`src/rtl/adc_capture_pkg.sv`:
```
// Shared constants, FSM state type and channel-mapping helper for adc_sram_capture.
package adc_capture_pkg;

  localparam int unsigned ADDR_W    = 9;
  localparam int unsigned DATA_W    = 32;
  localparam int unsigned NUM_CH    = 3;
  localparam logic [3:0]  WMASK_ALL = 4'hF;

  typedef enum logic [1:0] {
    StIdle,
    StCapture,
    StStall
  } state_e;

  // Channel select value 3 has no channel behind it; it aliases channel 0.
  function automatic logic [1:0] map_ch(input logic [1:0] sel);
    return (sel == 2'd3) ? 2'd0 : sel;
  endfunction

endpackage

```
`src/rtl/adc_ch_mux.sv`:
```
// One-cycle registered select of the latched channel's strobe and sample.
module adc_ch_mux
  import adc_capture_pkg::*;
(
  input  logic                     clk,
  input  logic                     rst_n,
  input  logic [1:0]               ch_sel,
  input  logic [NUM_CH-1:0]        adc_dvalid,
  input  logic [NUM_CH*DATA_W-1:0] adc_dat,
  output logic                     sel_valid,
  output logic [DATA_W-1:0]        sel_dat
);

  logic [1:0] ch;

  assign ch = map_ch(ch_sel);

  // Register the selected strobe every cycle; data only updates on a strobe.
  always_ff @(posedge clk or negedge rst_n) begin
    if (!rst_n) begin
      sel_valid <= 1'b0;
      sel_dat   <= '0;
    end else begin
      sel_valid <= adc_dvalid[ch];
      if (adc_dvalid[ch]) begin
        sel_dat <= adc_dat[ch*DATA_W +: DATA_W];
      end
    end
  end

endmodule

```
`src/rtl/adc_sram_capture.sv`:
```
// Ping-pong capture of one decimated ADC channel into two SRAM banks.
// Optional macro ADC_CAPTURE_DROPCNT_EN adds drop_cnt_o, a saturating count of
// samples dropped while both banks are full.
module adc_sram_capture
  import adc_capture_pkg::*;
(
  input  logic                     wb_clk_i,
  input  logic                     wb_rst_ni,
  input  logic                     start_i,
  input  logic                     stop_i,
  input  logic [1:0]               ch_sel_i,
  input  logic [ADDR_W-1:0]        depth_i,
  input  logic [1:0]               bank_ack_i,
  input  logic [NUM_CH-1:0]        adc_dvalid_i,
  input  logic [NUM_CH*DATA_W-1:0] adc_dat_i,
  output logic [1:0]               mem_wenb_o,
  output logic [ADDR_W-1:0]        mem_waddr_o,
  output logic [DATA_W-1:0]        mem_data_o,
  output logic [3:0]               wmask_o,
  output logic [1:0]               bank_full_o,
  output logic                     active_bank_o,
  output logic [ADDR_W:0]          wcount_o,
  output logic                     irq_o,
  output logic                     overrun_o,
  output logic                     busy_o
`ifdef ADC_CAPTURE_DROPCNT_EN
  ,
  output logic [15:0]              drop_cnt_o
`endif
);

  state_e              state_q, state_d;
  state_e              prev_state_q;
  logic [1:0]          ch_q, ch_d;
  logic [ADDR_W-1:0]   depth_q, depth_d;
  logic                bank_q, bank_d;
  logic [ADDR_W-1:0]   addr_q, addr_d;
  logic [ADDR_W:0]     wcount_q, wcount_d;
  logic [1:0]          full_q, full_d;
  logic                overrun_q, overrun_d;
  logic                irq_q, irq_d;
  logic [1:0]          wen_q, wen_d;
  logic [ADDR_W-1:0]   waddr_q, waddr_d;
  logic [DATA_W-1:0]   wdata_q, wdata_d;

  logic                sel_valid;
  logic [DATA_W-1:0]   sel_dat;
  logic                start_go;
  logic                do_write;
  logic                do_drop;
  logic                bank_done;

  adc_ch_mux u_ch_mux (
    .clk        (wb_clk_i),
    .rst_n      (wb_rst_ni),
    .ch_sel     (ch_q),
    .adc_dvalid (adc_dvalid_i),
    .adc_dat    (adc_dat_i),
    .sel_valid  (sel_valid),
    .sel_dat    (sel_dat)
  );

  // A sample's fate is decided by the state it was sampled in, so a write
  // registered just before stop_i still lands and STALL-time samples drop.
  assign start_go  = (state_q == StIdle) && start_i && !stop_i;
  assign do_write  = sel_valid && (prev_state_q == StCapture);
  assign do_drop   = sel_valid && (prev_state_q == StStall);
  assign bank_done = do_write && (addr_q == depth_q);

  // Next-state, bank bookkeeping and write-register staging.
  always_comb begin
    state_d   = state_q;
    ch_d      = ch_q;
    depth_d   = depth_q;
    bank_d    = bank_q;
    addr_d    = addr_q;
    wcount_d  = wcount_q;
    full_d    = full_q & ~bank_ack_i;  // acks first so a same-cycle set wins
    overrun_d = overrun_q;
    irq_d     = 1'b0;
    wen_d     = 2'b00;
    waddr_d   = waddr_q;
    wdata_d   = wdata_q;

    if (do_write) begin
      wen_d[bank_q] = 1'b1;
      waddr_d       = addr_q;
      wdata_d       = sel_dat;
      wcount_d      = {1'b0, addr_q} + 1'b1;
      if (bank_done) begin
        full_d[bank_q] = 1'b1;
        irq_d          = 1'b1;
      end else begin
        addr_d = addr_q + 1'b1;
      end
    end

    if (do_drop) begin
      overrun_d = 1'b1;
    end

    unique case (state_q)
      StIdle: begin
        if (start_go) begin
          state_d   = StCapture;
          ch_d      = ch_sel_i;
          depth_d   = depth_i;
          bank_d    = 1'b0;
          addr_d    = '0;
          wcount_d  = '0;
          full_d    = 2'b00;
          overrun_d = 1'b0;
        end
      end
      StCapture: begin
        if (stop_i) begin
          state_d = StIdle;
        end else if (bank_done) begin
          if (!full_d[~bank_q]) begin
            bank_d   = ~bank_q;
            addr_d   = '0;
            wcount_d = '0;
          end else begin
            state_d = StStall;
          end
        end
      end
      StStall: begin
        if (stop_i) begin
          state_d = StIdle;
        end else if (!full_d[~bank_q]) begin
          state_d  = StCapture;
          bank_d   = ~bank_q;
          addr_d   = '0;
          wcount_d = '0;
        end
      end
      default: state_d = StIdle;
    endcase
  end

  // State and write-port registers; reset forces the SRAM strobes inactive at once.
  always_ff @(posedge wb_clk_i or negedge wb_rst_ni) begin
    if (!wb_rst_ni) begin
      state_q      <= StIdle;
      prev_state_q <= StIdle;
      ch_q         <= 2'd0;
      depth_q      <= '0;
      bank_q       <= 1'b0;
      addr_q       <= '0;
      wcount_q     <= '0;
      full_q       <= 2'b00;
      overrun_q    <= 1'b0;
      irq_q        <= 1'b0;
      wen_q        <= 2'b00;
      waddr_q      <= '0;
      wdata_q      <= '0;
    end else begin
      state_q      <= state_d;
      prev_state_q <= state_q;
      ch_q         <= ch_d;
      depth_q      <= depth_d;
      bank_q       <= bank_d;
      addr_q       <= addr_d;
      wcount_q     <= wcount_d;
      full_q       <= full_d;
      overrun_q    <= overrun_d;
      irq_q        <= irq_d;
      wen_q        <= wen_d;
      waddr_q      <= waddr_d;
      wdata_q      <= wdata_d;
    end
  end

`ifdef ADC_CAPTURE_DROPCNT_EN
  logic [15:0] drop_cnt_q, drop_cnt_d;

  // Saturating dropped-sample counter, cleared when a capture starts.
  always_comb begin
    drop_cnt_d = drop_cnt_q;
    if (start_go) begin
      drop_cnt_d = '0;
    end else if (do_drop && (drop_cnt_q != 16'hFFFF)) begin
      drop_cnt_d = drop_cnt_q + 16'd1;
    end
  end

  // Drop counter register.
  always_ff @(posedge wb_clk_i or negedge wb_rst_ni) begin
    if (!wb_rst_ni) begin
      drop_cnt_q <= '0;
    end else begin
      drop_cnt_q <= drop_cnt_d;
    end
  end

  assign drop_cnt_o = drop_cnt_q;
`endif

  assign mem_wenb_o    = ~wen_q;
  assign mem_waddr_o   = waddr_q;
  assign mem_data_o    = wdata_q;
  assign wmask_o       = (|wen_q) ? WMASK_ALL : 4'h0;
  assign bank_full_o   = full_q;
  assign active_bank_o = bank_q;
  assign wcount_o      = wcount_q;
  assign irq_o         = irq_q;
  assign overrun_o     = overrun_q;
  assign busy_o        = (state_q != StIdle);

endmodule

```
`config.mk`:
```
export PLATFORM = sky130hd
export DESIGN_NAME = adc_sram_capture
export DESIGN_NICKNAME = d
export VERILOG_FILES = /design/src/rtl/adc_capture_pkg.sv /design/src/rtl/adc_ch_mux.sv /design/src/rtl/adc_sram_capture.sv
export SDC_FILE = /design/constraint.sdc
export NUM_CORES = 1
export LEC_CHECK = 0
export BUFFER_PORTS_ARGS = -buffer_cell sky130_fd_sc_hd__buf_2
export CELL_PAD_IN_SITES_DETAIL_PLACEMENT = 2
export CELL_PAD_IN_SITES_GLOBAL_PLACEMENT = 2
export CORE_MARGIN = 5
export CORE_UTILIZATION = 27
export CTS_CLUSTER_DIAMETER = 40
export DETAILED_ROUTE_END_ITERATION = 8
export PLACE_DENSITY_LB_ADDON = 0.1
export SLEW_MARGIN = 5
export SYNTH_ARGS = -nofsm -noshare
export SYNTH_HDL_FRONTEND = slang
export SYNTH_SLANG_ARGS = --single-unit
```
`constraint.sdc`:
```
create_clock -name wb_clk_i -period 1.8 [get_ports wb_clk_i]
set_input_delay 0.09 -clock wb_clk_i [delete_from_list [all_inputs] [get_ports wb_clk_i]]
set_output_delay 0.09 -clock wb_clk_i [all_outputs]
set_load 0.01 [all_outputs]
```
Word-level counts from Yosys, hierarchy flattened:

Cells that the tools add are included.

* $add $sub $neg: 2
* order comparisons: 4
* eq/ne operators: 13
* shift operators: 1
* mux-type cells: 46
* bitwise logic cells: 5
* reduce and logical (&&, ||, !) cells: 14

Operators by type and width (number)
* 96-bit by 8-bit indexed part select with 32-bit output: 1
* 9-bit two-way mux: 7
* 10-bit two-way mux: 6
* 10-bit one-hot mux with 3 select lines: 1
* 9-bit one-hot mux with 3 select lines: 1
* 2-bit two-way mux: 12
* 1-bit two-way mux: 14
* 9-bit by 1-bit adder with 10-bit output, second input constant: 1
* 9-bit by 1-bit adder with 9-bit output, second input constant: 1
* 9-bit == test: 1
* 3-bit != test, second input constant: 3
* 2-bit != test, second input constant: 4
* 2-bit == test, second input constant: 3
* 1-bit logical AND: 6
* 2-bit one-hot mux with 3 select lines: 1
* 5-bit AND reduction: 1
* 2-bit by 1-bit == test with 1-bit output, second input constant: 2
* 1-bit by 2-bit less-than comparator with 1-bit output, second input constant: 2
* 4-bit two-way mux: 1
* 2-bit inverter: 2
* 4-bit AND reduction: 1
* 2-bit by 3-bit less-than comparator with 1-bit output, second input constant: 1
* 1-bit one-hot mux with 3 select lines: 1
* 3-bit nonzero test: 1
* other kinds (11): 11

* register bits: 115
* logic and storage cells: 100

Longest topological paths before layout:

Gate-level depths: netlist of the first run.

* depth after elaboration: 13
* depth in mapped cells: 8

By module:

From an unflattened synthesis of the first run, not the netlist that was laid out.

* cell total of the unflattened synthesis: 558
* area total of the unflattened synthesis: 5964.5 µm²

By module, submodules not included
* adc_sram_capture: times used 1, cells an instance 380, area an instance 3668.5 µm², seq. area each 2052.0 µm²
* adc_ch_mux: times used 1, cells an instance 178, area an instance 2296.0 µm², seq. area each 825.8 µm²

Worst setup path before layout of the first run:

Ideal clock, no wire load.

* path kind: register -> register
* start: register state_q[0]
* end: register wcount_q[0], in the netlist wcount_o[0]
* library setup time: 133 ps
* arrival time: 1792 ps
* required time: 1667 ps
* slack: -125 ps
* stages on the path, launching flop included: 7
* buffers on the path: 0
* clock period less this slack: 1925 ps
* cell sequence: dfrtp_1 -> inv_1 -> ha_1 -> o32ai_1 -> nand4_1 -> o21bai_2 -> nor2_1

* cells in the longest elaborated chain, start to end: 5

Ends and longest elaborated chain
* start, declared: RTL line adc_sram_capture.sv:32 `state_e state_q, state_d;`
* start signal, assigned: RTL line adc_sram_capture.sv:145 `state_q <= StIdle;`
* start signal, assigned: RTL line adc_sram_capture.sv:159 `state_q <= state_d;`
* 2-bit zero test: RTL line adc_sram_capture.sv:65, adc_sram_capture.sv:102
* 1-bit logical AND (2 in a row): RTL line adc_sram_capture.sv:65 `assign start_go = (state_q == StIdle) && start_i && !stop_i;`
* 10-bit two-way mux: RTL line adc_sram_capture.sv:104 `if (start_go) begin`
* 10-bit one-hot mux with 3 select lines *: RTL line adc_sram_capture.sv:102 `unique case (state_q)`
* named net wcount_d[0]: RTL line adc_sram_capture.sv:38 `logic [ADDR_W:0] wcount_q, wcount_d;`
* end signal, assigned: RTL line adc_sram_capture.sv:165 `wcount_q <= wcount_d;`
* end, declared: RTL line adc_sram_capture.sv:38

Mark *: on every way through the listed nets, which the timed path passes. The rest lies on a longest branch.
A chain may end at the register's enable or synchronous reset.

Worst setup path after layout of the first run:

* start: register state_q[0]
* end: register wcount_q[7], in the netlist wcount_o[7]

The elaborated chain is that of the path after synthesis.

==> impl_results.html, run 1 <==
<table>
<tr><th>Metric</th><th>Value</th></tr>
<tr><th colspan="2">Logic synthesis</th></tr>
<tr><td>Most area-hungry cell type in the Yosys netlist</td><td>dfrtp_1</td></tr>
<tr><td>Top post-synthesis cells by count</td><td>nand2_1, dfrtp_1, nor2_1, o22ai_1, o31ai_1</td></tr>
<tr><td>Largest cells by area after synthesis</td><td>dfrtp_1, nand2_1, o31ai_1</td></tr>
<tr><td>Post-Syn Area</td><td>0.00540 mm2</td></tr>
<tr><td>Number of different library cells in the post-synthesis netlist</td><td>45</td></tr>
<tr><td>Cell count after synthesis</td><td>592</td></tr>
<tr><td>Fraction of registers with async set or reset after synthesis</td><td>1.00</td></tr>
<tr><td>Syn_nets</td><td>713</td></tr>
<tr><td>Synth warn</td><td>0</td></tr>
<tr><td>Post-synth EDFFs</td><td>0</td></tr>
<tr><td>Post-synthesis sequential area ratio</td><td>0.533</td></tr>
<tr><td>Synth top area share</td><td>0.533</td></tr>
<tr><td>Mean cell area of the mapped netlist</td><td>9.13 um2</td></tr>
<tr><td>Most used standard cell by instance count after synthesis</td><td>nand2_1</td></tr>
<tr><td>Post-synthesis sequential element count</td><td>115</td></tr>
<tr><td>Primary FF master, synth</td><td>dfrtp_1</td></tr>
<tr><th colspan="2">Min path</th></tr>
<tr><td>Type of the most critical hold path</td><td>input pin to register</td></tr>
<tr><td>Terminating pin of the worst hold path</td><td>u_ch_mux.sel_dat[23]$_DFFE_PN0P_</td></tr>
<tr><td>Min-delay src</td><td>adc_dat_i[87]</td></tr>
<tr><td>Worst hold stages</td><td>3</td></tr>
<tr><th colspan="2">Placement</th></tr>
<tr><td>Number of input and output port buffers inserted</td><td>178</td></tr>
<tr><td>Post-detailed-placement cell area</td><td>0.00687 mm2</td></tr>
<tr><td>Number of placed instances, taps included</td><td>1,029</td></tr>
<tr><td>Pre-CTS setup slack</td><td>-72.8 ps</td></tr>
<tr><td>HPWL Detailed</td><td>14,300 um</td></tr>
<tr><td>Weighted congestion at the end of routability-driven global placement</td><td>0.769</td></tr>
<tr><th colspan="2">Route</th></tr>
<tr><td>Via density per instance</td><td>4.69</td></tr>
<tr><td>Routed wirelength normalized by instance count</td><td>18.8 um</td></tr>
<tr><td>Wire length after detailed routing</td><td>21,000 um</td></tr>
<tr><td>Detailed-router iteration count before antenna repair</td><td>4</td></tr>
<tr><td>Iteration-0 DRC Markers</td><td>150</td></tr>
<tr><td>Number of remaining DRC errors</td><td>0</td></tr>
<tr><td>Remaining number of nets flagged by the antenna check after routing</td><td>0</td></tr>
<tr><td>Via total after detailed routing</td><td>5,227</td></tr>
<tr><th colspan="2">STA</th></tr>
<tr><td>Clock tree skew after final layout</td><td>9.07 ps</td></tr>
<tr><td>Final number of setup-violating endpoints</td><td>22</td></tr>
<tr><td>Final Hold Slack</td><td>23.4 ps</td></tr>
<tr><td>Setup repair after global routing missed its margin</td><td>true</td></tr>
<tr><td>Pin slew with the least headroom to its limit</td><td>496 ps</td></tr>
<tr><td>Period minus WS final</td><td>1960 ps</td></tr>
<tr><td>Setup WS post-layout</td><td>-157 ps</td></tr>
<tr><td>Pins Over Slew Limit</td><td>0</td></tr>
<tr><td>Summed negative setup slack over all endpoints</td><td>-2710 ps</td></tr>
<tr><td>Final period util</td><td>1.09</td></tr>
<tr><td>Final Hold Vio Count</td><td>0</td></tr>
<tr><td>Max Clock Freq</td><td>511 MHz</td></tr>
<tr><td>Max-slew headroom at the worst pin</td><td>0.670</td></tr>
<tr><th colspan="2">Global routing</th></tr>
<tr><td>Wire length of the first global-routing pass</td><td>31,500 um</td></tr>
<tr><td>Maximum number of pins on one net before global-route repair</td><td>38</td></tr>
<tr><td>Total grt overflow</td><td>0</td></tr>
<tr><td>Global Route Usage Sum</td><td>0.177</td></tr>
<tr><td>Number of antenna violations at the first check in global routing</td><td>0</td></tr>
<tr><td>Number of global-route vias before repair</td><td>5,941</td></tr>
<tr><th colspan="2">Cells and area</th></tr>
<tr><td>Fillers</td><td>2,141</td></tr>
<tr><td>Final std cells w/o fill</td><td>1,115</td></tr>
<tr><td>Fin area</td><td>0.00836 mm2</td></tr>
<tr><td>Layout overhead on the synthesized area</td><td>54.7%</td></tr>
<tr><td>Nets@finish</td><td>959</td></tr>
<tr><td>Post-route core utilization</td><td>0.427</td></tr>
<tr><td>Area taken by multi-input logic gates</td><td>0.00263 mm2</td></tr>
<tr><td>Share of cells above drive strength 1</td><td>0.392</td></tr>
<tr><td>Antenna diodes</td><td>0</td></tr>
<tr><td>Area occupied by registers</td><td>0.00288 mm2</td></tr>
<tr><th colspan="2">Floorplan</th></tr>
<tr><td>Core footprint</td><td>0.0196 mm2</td></tr>
<tr><td>Num rows</td><td>51</td></tr>
<tr><td>I/O pin cnt</td><td>179</td></tr>
<tr><td>Chip Width</td><td>151 um</td></tr>
<tr><td>Starting Density</td><td>0.276</td></tr>
<tr><td>Die Y-Extent</td><td>151 um</td></tr>
<tr><td>Die Area</td><td>0.0229 mm2</td></tr>
<tr><th colspan="2">Critical path</th></tr>
<tr><td>Reg-to-reg critical path endpoint</td><td>wcount_o[7]$_DFF_PN0_</td></tr>
<tr><td>Critical path launch point type</td><td>register</td></tr>
<tr><td>WS Path Type</td><td>register to register</td></tr>
<tr><td>Data arrival time at the worst-slack endpoint</td><td>2240 ps</td></tr>
<tr><td>Crit. End Element</td><td>register</td></tr>
<tr><td>Reg-to-reg slack, setup</td><td>-160 ps</td></tr>
<tr><td>Data required, critical path</td><td>2080 ps</td></tr>
<tr><td>Cell count of the worst reg-to-reg path</td><td>8</td></tr>
<tr><td>FF-to-FF Start</td><td>state_q[0]$_DFFE_PN0P_</td></tr>
<tr><td>Critical path fanouts, max</td><td>5</td></tr>
<tr><th colspan="2">CTS</th></tr>
<tr><td>Buffer cell driving the clock tree root</td><td>clkbuf_16</td></tr>
<tr><td>Clock Tree Buf Depth</td><td>2</td></tr>
<tr><td>Clock sink count</td><td>115</td></tr>
<tr><td>Clock buffers created by TritonCTS</td><td>17</td></tr>
<tr><td>Skew-Pair Late Insertion Delay</td><td>400 ps</td></tr>
<tr><td>H-tree depth</td><td>4</td></tr>
<tr><td>CTS tree</td><td>done</td></tr>
<tr><td>Clock transition at the register clock pins on the worst setup and hold paths after CTS</td><td>60 ps</td></tr>
<tr><th colspan="2">Flow run</th></tr>
<tr><td>Total of max-cap violations</td><td>0</td></tr>
<tr><th colspan="2">Power</th></tr>
<tr><td>Leak Pwr</td><td>4.06 nW</td></tr>
<tr><td>Worst supply voltage drop on vdd</td><td>0.610 mV</td></tr>
<tr><td>Overall power of the completed layout</td><td>14.4 mW</td></tr>
<tr><td>Power density normalized to cell area</td><td>1720 mW/mm2</td></tr>
<tr><th colspan="2">Status</th></tr>
<tr><td>Run status</td><td>finished with violations</td></tr>
<tr><td>Violated checks</td><td>negative setup slack</td></tr>
</table>
-- per-layer routing --
metal,global-route usage,part of all wire,vias to the layer above,routed length [um]
li1,-,-,2486,-
met1,0.205,0.41,2580,8520
met2,0.321,0.52,134,10900
met3,0.0428,0.053,27,1110
met4,0.0553,0.020,0,409
met5,0,0,-,0
-- what timing repair did --
action / CTS / global route
gates resized for setup: 10 / 56
hold buffers: 40 / 0
buffers inserted: 2 / 11
endpoints found under the setup margin: 22 / 25
hold endpoints to repair: 70 / 0
cloned: 0 / 2
pin swaps: 6 / 31
-- layout by cell type, fill, tap and decap left out, types with 4 or more instances in the layout --
master,instances
a31oi_1,8
buf_2,177
nor2_1,48
clkbuf_16,18
nand3_1,8
dfrtp_1,115
dlygate4sd3_1,40
buf_12,8
o21ai_0,12
a21oi_2,6
inv_1,7
buf_4,44
o22ai_1,29
nand2_1,171
xor2_1,5
o31ai_1,29
a211oi_1,5
xnor2_1,4
xor2_2,7
mux2i_1,5
nand3_4,5
buf_6,4
nand3_2,6
clkbuf_8,4
mux2_2,15
-- flip-flops by register name (all words and copies together), names as in the netlist --
name and flops:
u_ch_mux.sel_valid 1, wcount_o 10, overrun_o 1, irq_o 1, mem_data_o 32, u_ch_mux.sel_dat 32
mem_waddr_o 9, ch_q 2, bank_full_o 2, depth_q 9, addr_q 9, active_bank_o 1
state_q 2, prev_state_q 2, wen_q 2
-- cell families (layout without fill, tap and decap cells) --
logic type / count (synthesis) / in the layout / synth area share
adder cells (fa/ha/maj): 5 / 5 / 0.0116
AO/OA/AOI/OAI: 106 / 107 / 0.131
buffers and inverters: 60 / 317 / 0.0493
multiplexers: 20 / 20 / 0.0405
XOR/XNOR: 16 / 16 / 0.0259
flip-flops: 115 / 115 / 0.533
AND/OR/NAND/NOR: 270 / 270 / 0.209
-- how the worst max path moves through the flow --
| stage | start | end | slack (ps) |
|---|---|---|---|
| after floorplan | state_q[1]$_DFFE_PN0P_ | wcount_o[2]$_DFF_PN0_ | 0.3 |
| after global placement | state_q[0]$_DFFE_PN0P_ | wcount_o[0]$_DFF_PN0_ | 60 |
| after detailed placement | addr_q[6]$_DFF_PN0_ | state_q[1]$_DFFE_PN0P_ | -70 |
| after CTS | depth_q[8]$_DFFE_PN0P_ | state_q[1]$_DFFE_PN0P_ | -30 |
| after global routing | state_q[0]$_DFFE_PN0P_ | addr_q[2]$_DFF_PN0_ | -220 |
| final | state_q[0]$_DFFE_PN0P_ | wcount_o[7]$_DFF_PN0_ | -160 |
-- area by class of cell --
type                    count  share of cell area
flip-flops and latches    115               0.344
clock inverters             9              0.0153
clock buffers              22              0.0579
well taps                 265              0.0397
multi-input cells         418               0.315
inverters                  11             0.00524
repair buffers            275               0.223
-- report_power, final --
part,internal (mW),total [mW],switching (mW)
Combinational,2.70,6.50,3.81
Sequential,3.66,4.35,0.688
Clock,2.31,3.50,1.19
Total,8.67,14.4,5.69
-- worst max-delay path: stages (launching register included) --
cell	delay (ps)
dfrtp_1	420
buf_6	140
buf_6	110
ha_4	160
o32ai_4	330
nand4_1	190
buf_6	190
o21bai_4	230
a211oi_1	70
(Power assumes the default switching activity.)
==> run 2, diff against run 1 <==
==> constraint.sdc (replaced) <==
create_clock -name wb_clk_i -period 1.8 [get_ports wb_clk_i]
set_input_delay 0.27 -clock wb_clk_i [delete_from_list [all_inputs] [get_ports wb_clk_i]]
set_output_delay 0.27 -clock wb_clk_i [all_outputs]
set_load 0.01 [all_outputs]
==> run 2 against run 1 <==
The run still ends with negative setup slack left. Sequential power is essentially flat. Worst hold slack better by 82 ps. Worst setup slack better by 110 ps. Critical path depth shrank 1. Maximum frequency grew 6.2%. Global-route usage is 0.44 points lower. Largest cell class unchanged. Largest power group unchanged. Highest routed layer is now met5.
==> impl_results.html, run 2 (synthesized netlist as in run 1, its figures left out) <==
<table>
<tr><th>Metric</th><th>Value</th></tr>
<tr><th colspan="2">Floorplan</th></tr>
<tr><td>Num rows</td><td>51 (unchanged)</td></tr>
<tr><td>I/O pin cnt</td><td>179 (unchanged)</td></tr>
<tr><td>Die Area</td><td>0.0229 mm2 (unchanged)</td></tr>
<tr><td>Starting Density</td><td>0.276 (unchanged)</td></tr>
<tr><td>Core footprint</td><td>0.0196 mm2 (unchanged)</td></tr>
<tr><td>Chip Width</td><td>151 um (unchanged)</td></tr>
<tr><td>Die Y-Extent</td><td>151 um (unchanged)</td></tr>
<tr><th colspan="2">Cells and area</th></tr>
<tr><td>Fin area</td><td>0.00774 mm2 (was 0.00836 mm2)</td></tr>
<tr><td>Nets@finish</td><td>914 (was 959)</td></tr>
<tr><td>Area occupied by registers</td><td>0.00288 mm2 (unchanged)</td></tr>
<tr><td>Post-route core utilization</td><td>0.395 (was 0.427)</td></tr>
<tr><td>Most common cell after layout, fill and taps aside</td><td>buf_2 (unchanged)</td></tr>
<tr><td>Layout overhead on the synthesized area</td><td>43.3% (was 54.7%)</td></tr>
<tr><td>Area taken by multi-input logic gates</td><td>0.00247 mm2 (was 0.00263 mm2)</td></tr>
<tr><td>Fillers</td><td>2,248 (was 2,141)</td></tr>
<tr><td>Share of cells above drive strength 1</td><td>0.388 (was 0.392)</td></tr>
<tr><td>Commonest cells after routing, fill and taps aside</td><td>buf_2, nand2_1, dfrtp_1 (unchanged)</td></tr>
<tr><td>Antenna diodes</td><td>0 (unchanged)</td></tr>
<tr><th colspan="2">Placement</th></tr>
<tr><td>Number of input and output port buffers inserted</td><td>178 (unchanged)</td></tr>
<tr><td>HPWL Detailed</td><td>14,000 um (was 14,300 um)</td></tr>
<tr><td>Post-detailed-placement cell area</td><td>0.00682 mm2 (was 0.00687 mm2)</td></tr>
<tr><td>Weighted congestion at the end of routability-driven global placement</td><td>0.862 (was 0.769)</td></tr>
<tr><th colspan="2">STA</th></tr>
<tr><td>Pins Over Slew Limit</td><td>0 (unchanged)</td></tr>
<tr><td>Pin slew with the least headroom to its limit</td><td>669 ps (was 496 ps)</td></tr>
<tr><td>Setup WS post-layout</td><td>-41.9 ps (was -157 ps)</td></tr>
<tr><td>Period minus WS final</td><td>1840 ps (was 1960 ps)</td></tr>
<tr><td>Final Hold Vio Count</td><td>0 (unchanged)</td></tr>
<tr><td>Summed negative setup slack over all endpoints</td><td>-350 ps (was -2710 ps)</td></tr>
<tr><td>Final period util</td><td>1.02 (was 1.09)</td></tr>
<tr><td>Final number of setup-violating endpoints</td><td>12 (was 22)</td></tr>
<tr><td>Setup repair after global routing missed its margin</td><td>true (unchanged)</td></tr>
<tr><td>Clock tree skew after final layout</td><td>7.80 ps (was 9.07 ps)</td></tr>
<tr><td>Max-slew headroom at the worst pin</td><td>0.554 (was 0.670)</td></tr>
<tr><td>Max Clock Freq</td><td>543 MHz (was 511 MHz)</td></tr>
<tr><th colspan="2">Critical path</th></tr>
<tr><td>FF-to-FF Start</td><td>addr_q[8]$_DFF_PN0_ (was state_q[0]$_DFFE_PN0P_)</td></tr>
<tr><td>Data arrival time at the worst-slack endpoint</td><td>2140 ps (was 2240 ps)</td></tr>
<tr><td>Buf+Inv Stages, Crit Path</td><td>2 (was 3)</td></tr>
<tr><td>Data required, critical path</td><td>2090 ps (was 2080 ps)</td></tr>
<tr><td>CP Launch Point</td><td>addr_q[8]$_DFF_PN0_ (was state_q[0]$_DFFE_PN0P_)</td></tr>
<tr><td>Cells along the critical path</td><td>xor2_2 &gt; nor4_4 &gt; nand3_2 &gt; buf_6 &gt; o21bai_4 &gt; buf_12 &gt; nor2_1 (was buf_6 &gt; buf_6 &gt; ha_4 &gt; o32ai_4 &gt; nand4_1 &gt; buf_6 &gt; o21bai_4 &gt; a211oi_1)</td></tr>
<tr><td>Reg-to-reg slack, setup</td><td>-40 ps (was -160 ps)</td></tr>
<tr><td>Top cell family by delay on the critical path</td><td>simple AND/OR/NAND/NOR gates (was compound AO/OA/AOI/OAI gates)</td></tr>
<tr><td>Critical path launch point type</td><td>register (unchanged)</td></tr>
<tr><td>Critical path fanouts, max</td><td>10 (was 5)</td></tr>
<tr><td>Delay of the slowest cell on the worst path</td><td>420 ps (about the same)</td></tr>
<tr><td>WS Path Type</td><td>register to register (unchanged)</td></tr>
<tr><td>Slowest CP cell</td><td>dfrtp_1 (unchanged)</td></tr>
<tr><td>Crit. End Element</td><td>register (unchanged)</td></tr>
<tr><th colspan="2">CTS</th></tr>
<tr><td>Skew-Pair Late Insertion Delay</td><td>410 ps (was 400 ps)</td></tr>
<tr><td>H-tree depth</td><td>4 (unchanged)</td></tr>
<tr><td>Clock sink count</td><td>115 (unchanged)</td></tr>
<tr><td>Clock buffers created by TritonCTS</td><td>17 (unchanged)</td></tr>
<tr><td>CTS tree</td><td>done (unchanged)</td></tr>
<tr><td>Clock transition at the register clock pins on the worst setup and hold paths after CTS</td><td>60 ps (about the same)</td></tr>
<tr><td>Clock Tree Buf Depth</td><td>2 (unchanged)</td></tr>
<tr><td>Buffer cell driving the clock tree root</td><td>clkbuf_16 (unchanged)</td></tr>
<tr><th colspan="2">Global routing</th></tr>
<tr><td>Wire length of the first global-routing pass</td><td>30,800 um (was 31,500 um)</td></tr>
<tr><td>Number of global-route vias before repair</td><td>5,764 (was 5,941)</td></tr>
<tr><td>Number of antenna violations at the first check in global routing</td><td>2 (was 0)</td></tr>
<tr><td>Maximum number of pins on one net before global-route repair</td><td>116 (was 38)</td></tr>
<tr><td>Total grt overflow</td><td>0 (unchanged)</td></tr>
<tr><td>Global Route Usage Sum</td><td>0.172 (was 0.177)</td></tr>
<tr><th colspan="2">Power</th></tr>
<tr><td>Power density normalized to cell area</td><td>1810 mW/mm2 (was 1720 mW/mm2)</td></tr>
<tr><td>Leak Pwr</td><td>3.83 nW (was 4.06 nW)</td></tr>
<tr><td>Overall power of the completed layout</td><td>14.0 mW (was 14.4 mW)</td></tr>
<tr><td>Worst supply voltage drop on vdd</td><td>0.619 mV (was 0.610 mV)</td></tr>
<tr><th colspan="2">Route</th></tr>
<tr><td>Via total after detailed routing</td><td>5,161 (was 5,227)</td></tr>
<tr><td>Routed wirelength normalized by instance count</td><td>18.9 um (was 18.8 um)</td></tr>
<tr><td>Detailed-router iteration count before antenna repair</td><td>4 (unchanged)</td></tr>
<tr><td>Iteration-0 DRC Markers</td><td>162 (was 150)</td></tr>
<tr><td>Via density per instance</td><td>4.82 (was 4.69)</td></tr>
<tr><td>Remaining number of nets flagged by the antenna check after routing</td><td>0 (unchanged)</td></tr>
<tr><td>Wire length after detailed routing</td><td>20,200 um (was 21,000 um)</td></tr>
<tr><td>Number of remaining DRC errors</td><td>0 (unchanged)</td></tr>
<tr><th colspan="2">Min path</th></tr>
<tr><td>Min-delay src</td><td>ch_sel_i[0] (was adc_dat_i[87])</td></tr>
<tr><td>Type of the most critical hold path</td><td>input pin to register (unchanged)</td></tr>
<tr><th colspan="2">Flow run</th></tr>
<tr><td>Total of max-cap violations</td><td>0 (unchanged)</td></tr>
<tr><th colspan="2">Status</th></tr>
<tr><td>Run status</td><td>finished with violations (unchanged)</td></tr>
<tr><td>Violated checks</td><td>negative setup slack (unchanged)</td></tr>
</table>
## run 2: path summary, 6_finish.rpt
check                      depth (start not counted)                               end
max in group asynchronous                          3  u_ch_mux.sel_dat[28]$_DFFE_PN0P_
hold reg to reg                                    2         mem_data_o[1]$_DFFE_PN0N_
setup / recovery                                   7             wcount_o[0]$_DFF_PN0_
min in group asynchronous                          3          bank_full_o[0]$_DFF_PN0_
setup reg to reg                                   7             wcount_o[0]$_DFF_PN0_
hold / removal                                     2               ch_q[0]$_DFFE_PN0P_
## run 2: final cells by class
| type | instances | share of cell area |
|---|---|---|
| inverter | 11 | 0.00566 |
| multi-input combinational | 417 | 0.319 |
| clock inverter | 12 | 0.0200 |
| sequential | 115 | 0.372 |
| timing repair buffer | 231 | 0.181 |
| tap | 265 | 0.0428 |
| clock buffer | 20 | 0.0590 |
## run 2: metrics by stage
stage          hold slack (ps)  worst slack [ps]  cells
2_1_floorplan            -25.6             0.284    592
3_3_place_gp               423              66.0   1027
6_report                   105             -41.9   1071
4_1_cts                   90.5             -30.5   1063
3_5_place_dp               426             -67.7   1027
5_1_grt                   87.9              -120   1071
## run 2: routing by layer
metal | track usage | share of wire | up-vias
li1 | - | - | 2394
met1 | 0.200 | 0.41 | 2613
met2 | 0.308 | 0.52 | 130
met3 | 0.0547 | 0.058 | 20
met4 | 0.0431 | 0.012 | 4
met5 | 0 | 0.0010 | -
## run 2: worst register-to-register path: cells and delay by family, from the launching register on
kind,cells,cell delay (ps)
buf+inv,2,320
flops,1,420
compound gates,1,140
simple gates,3,640
xor+xnor,1,210
## run 2: power by group
group	total [mW]	switching, mW	internal, mW
registers	4.33	0.669	3.66
clock network	3.51	1.26	2.25
logic	6.17	3.66	2.51
total	14.0	5.59	8.42
## run 2: what timing repair did
| action | CTS | global route |
|---|---|---|
| cloned | 0 | 2 |
| pin swaps | 3 | 11 |
| hold buffers | 1 | 0 |
| gates resized for setup | 9 | 31 |
| endpoints found under the hold margin | 52 | 0 |
| buffers inserted | 3 | 6 |
| endpoints found under the setup margin | 22 | 29 |
